--- src/rtl/gf128_mult_seq.sv ---
// Digit-serial GF(2^128) multiplier (GCM bit order) with a GHASH accumulator:
// Y <= (Y ^ A) * B when accumulating, Y <= A * B otherwise.
module gf128_mult_seq #(
    parameter int DIGIT_W = 8
) (
    input  logic         clk,
    input  logic         i_reset,
    input  logic         i_start,
    input  logic         i_accum,
    input  logic         i_clear_acc,
    input  logic [0:127] i_a,
    input  logic [0:127] i_b,
    output logic         o_busy,
    output logic         o_done,
    output logic [0:127] o_result
);

    localparam int NCYC  = 128 / DIGIT_W;
    localparam int CNT_W = (NCYC > 1) ? $clog2(NCYC) : 1;
    localparam logic [0:127] R_POLY = {8'hE1, 120'd0};

    typedef enum logic {IDLE, RUN} state_t;

    state_t             state;
    logic [CNT_W-1:0]   cnt;
    logic [0:127]       x_q;
    logic [0:127]       v_q;
    logic [0:127]       z_q;
    logic [0:127]       acc_q;
    logic               busy_q;
    logic               done_q;
    logic [0:127]       z_next;
    logic [0:127]       v_next;

    // DIGIT_W unrolled shift-and-add iterations; returns {Z, V}.
    function automatic logic [0:255] digit_step(input logic [0:127] z_in,
                                                input logic [0:127] v_in,
                                                input logic [0:DIGIT_W-1] xd);
        logic [0:127] z;
        logic [0:127] v;
        z = z_in;
        v = v_in;
        for (int i = 0; i < DIGIT_W; i++) begin
            if (xd[i])
                z = z ^ v;
            if (v[127])
                v = (v >> 1) ^ R_POLY;
            else
                v = v >> 1;
        end
        return {z, v};
    endfunction

    always_comb begin
        {z_next, v_next} = digit_step(z_q, v_q, x_q[0:DIGIT_W-1]);
    end

    // X is shifted toward index 0 so the current digit always sits at the top.
    always_ff @(posedge clk) begin
        if (i_reset) begin
            state  <= IDLE;
            cnt    <= '0;
            x_q    <= '0;
            v_q    <= '0;
            z_q    <= '0;
            acc_q  <= '0;
            busy_q <= 1'b0;
            done_q <= 1'b0;
        end else begin
            done_q <= 1'b0;
            case (state)
                IDLE: begin
                    if (i_clear_acc)
                        acc_q <= '0;
                    if (i_start) begin
                        x_q    <= (i_accum && !i_clear_acc) ? (i_a ^ acc_q) : i_a;
                        v_q    <= i_b;
                        z_q    <= '0;
                        cnt    <= '0;
                        busy_q <= 1'b1;
                        state  <= RUN;
                    end
                end
                RUN: begin
                    if (i_clear_acc)
                        acc_q <= '0;
                    z_q <= z_next;
                    v_q <= v_next;
                    x_q <= x_q << DIGIT_W;
                    cnt <= cnt + CNT_W'(1);
                    if (cnt == CNT_W'(NCYC - 1)) begin
                        acc_q  <= z_next;
                        cnt    <= '0;
                        done_q <= 1'b1;
                        busy_q <= 1'b0;
                        state  <= IDLE;
                    end
                end
                default: state <= IDLE;
            endcase
        end
    end

    assign o_busy   = busy_q;
    assign o_done   = done_q;
    assign o_result = acc_q;

endmodule
--- config.mk ---
export PLATFORM = sky130hd
export DESIGN_NAME = gf128_mult_seq
export DESIGN_NICKNAME = d
export VERILOG_FILES = /design/src/rtl/gf128_mult_seq.sv
export SDC_FILE = /design/constraint.sdc
export NUM_CORES = 2
export LEC_CHECK = 0
export ABC_AREA = 1
export ABC_CLOCK_PERIOD_IN_PS = 2050
export CAP_MARGIN = 20
export CORE_MARGIN = 2
export CORE_UTILIZATION = 55
export DETAILED_ROUTE_END_ITERATION = 6
export PLACE_DENSITY = 0.86
export SLEW_MARGIN = 10
export SYNTH_ARGS = -nofsm -noshare
export SYNTH_HDL_FRONTEND = slang
export SYNTH_SLANG_ARGS = --single-unit
--- constraint.sdc ---
create_clock -name clk -period 2.05 [get_ports clk]
set_input_delay 0.3075 -clock clk [delete_from_list [all_inputs] [get_ports clk]]
set_output_delay 0.3075 -clock clk [all_outputs]
set_load 0.02 [all_outputs]
==> metrics <==
status=complete, but fails checks; failing checks=design-rule violations, negative setup slack; Slew Limit Fails=0; Largest stage delay, worst path=0.66 ns; crit-path cells=clkdlybuf4s50_1; max_slew headroom=0.456; standard-cell rows=97; switching power=8.90 mW; Logic pwr share=0.207; Via density=5.71; worst hold path class=input pin to flop; Initial Util=0.554; post-route setup slack=-0.0182 ns; CP startpoint kind=flop; die extent in x=269 um; synthesized netlist cell count=6208; die footprint=72500 um^2; Final Cycle Share=1.01; largest net degree at the start of global routing=153; clock share of power=0.390; final WL=142 mm; Ys Warns=0; post-layout min period=2.07 ns; Post-Layout Cell Count=around 7400; Root Driver=clkbuf_16; FFs w/ async S/R, synth=0; most numerous cell in the Yosys netlist=nand2_1; cell family with most CP delay=buffers and inverters; cts bufs inserted=58; antenna-violating nets left=0; Flop pwr share=0.404; clock-pin slew on the worst setup and hold paths=roughly 0.060 ns; GRT Util Overall=0.354; placed insts=7279; htree depth=2; WHS Path Cells=5; IO Pins=slightly below 400; Critical Path Start=o_result[57]; Post-Syn Area=just under 40000 um^2; R2R setup slack=0 ns; setup violators final=2; DPL Wire Length=92.2 mm; total iterations of the first detailed-routing run=7; Port Buf Inserts=390; worst r2r src=v_q[127]; Mapped Avg Cell Area=~6.2 um^2; Routability Congestion=between 0.9 and 1; Worst Path Required=between 1.5 and 2 ns; clock skew=0.0294 ns; clock sinks=519; antenna violations before repair=14; Highest Clock Rate=a little under 500 MHz; Worst EP arrival=about 1.8 ns; post-synthesis register bit count=519; grt ovf=0; Commonest cells post-synth=nand2_1, xor2_1, dfxtp_1, inv_1, xnor2_1; layout cells sized above 1=0.0713; initial DRC count=5993; Via Count=42414; first-pass GRT wire length=between 200 and 250 mm; vias in the first global route=38915; EDFF count, synth=0; Netlist cell types=37; sequential share of the synthesized area=0.268; Sw Share=0.319; worst-margin pin slew=0.816 ns; final hold slack=0.203 ns; Critical R2R Capture=o_result[6]; crit path kind=flop to output port; Synth area leader=nand2_1; Die H=~270 um; Area contributors post-synth=nand2_1, dfxtp_1, xor2_1; CP Max Fanout=2; DRC viols=7; wire length per cell=19.1 um; Worst Reg-to-Reg Cells=12; ys flop type=dfxtp_1; CP Capture Type=output port; final hold vios=0; Syn-to-layout area delta=21.4%; CTS tree=built; RSZ-0062 raised after global routing=true; Lkg Pwr=19.2 nW; final core utilization=0.672; Pint=approximately 19 mW; Syn Nets=6470; clock buffer depth=3; Power Density=593 nW/um^2; core area=about 70000 um^2; top cell type's share of synthesized area=0.285; number of buffer and inverter stages on the critical path=1; latest clock arrival within the worst-skew pair=0.65 ns; max cap viols=0; Min-Delay Endpoint=v_q[126]; worst vdd ir=0.000632 V; Worst Hold Launch=i_reset; Worst path slowest cell=clkdlybuf4s50_1; Nets=6697
routing by layer:
metal / track usage / wire, um
met3: 0.0719 / 18300
met1: 0.456 / 52700
met4: 0.197 / 8840
met5: 0 / 41
met2: 0.553 / 62100
what timing repair did:
item	4_1_cts	5_1_grt
resized for setup	14	66
pin swaps	0	20
cloned	0	15
hold buffers	0	0
buffers inserted	0	21
endpoints found under the setup margin	14	112
sequential cells by signal, indices dropped and copies added (netlist names):
signal,cells
o_done,1
o_result,128
o_busy,1
x_q,128
v_q,128
cnt,4
z_q,128
state,1
area by class of cell:
class	instances	area, um^2
clock inverter	24	290
tap	940	1180
timing repair buffer	613	6850
sequential	519	10400
multi-input combinational	4830	25000
inverter	413	1560
fill	5620	22900
clock buffer	82	1630
antenna	12	30.0
kinds of logic after synthesis:
kind of cell	after synthesis	share of synthesized area
compound gates	460	0.0678
xor+xnor	922	0.218
fa+ha+maj	1	0.000323
buf+inv	859	0.0918
flops	519	0.268
simple gates	3447	0.354
power groups by stage:
stage	Combinational (mW)	Sequential, mW	Clock (mW)
3_3_place_gp	5.15	11.4	0
5_1_grt	6.18	11.3	11.2
3_5_place_dp	5.29	11.4	0
6_report	5.75	11.2	10.9
4_1_cts	5.33	11.2	10.8
2_1_floorplan	3.65	10.9	0
placed cells by master, fill, tap and decap left out, types with 5 or more instances in the layout:
cell type,Yosys,layout
a21oi_1,143,142
dlygate4sd2_1,0,11
clkdlybuf4s50_1,0,376
o21ai_0,105,103
a22oi_1,42,42
nor2_1,172,169
buf_12,0,65
xor2_1,591,579
clkbuf_8,0,7
o22ai_1,25,25
buf_4,9,130
xor2_2,24,36
xnor2_1,282,271
clkbuf_16,0,73
dfxtp_1,519,500
xnor2_2,25,36
nand2_4,7,7
clkbuf_1,235,16
o21ai_1,6,8
a31oi_1,131,131
dfxtp_4,0,9
bufinv_16,0,5
nand2_2,18,29
diode_2,0,12
nand3b_1,99,99
inv_4,0,5
nand2_1,2937,2926
dfxtp_2,0,10
nand3_1,201,197
clkinv_2,0,11
inv_1,407,404
buf_16,0,10
how the worst max path moves through the flow:
stage | end | slack (ns) | cells past startpoint
2_1_floorplan | o_result[100] | 0.32 | 8
3_3_place_gp | x_q[0] | 0.004 | 7
3_5_place_dp | x_q[0] | 0.01 | 7
4_1_cts | o_result[53] | 0.003 | 1
5_1_grt | o_result[116] | -0.08 | 12
6_report | o_result[57] | -0.02 | 1
stage by stage:
step                setup slack (ns)  setup TNS, ns  total power [mW]  area [um^2]
finish                       -0.0182        -0.0193              27.9        47000
global route                 -0.0809         -0.968              28.6        47000
CTS                          0.00332              0              27.3        46100
detailed placement            0.0137              0              16.7        44100
global placement             0.00353              0              16.5        44100
floorplan                      0.323              0              14.5        38700
(Power assumes the default switching activity.)
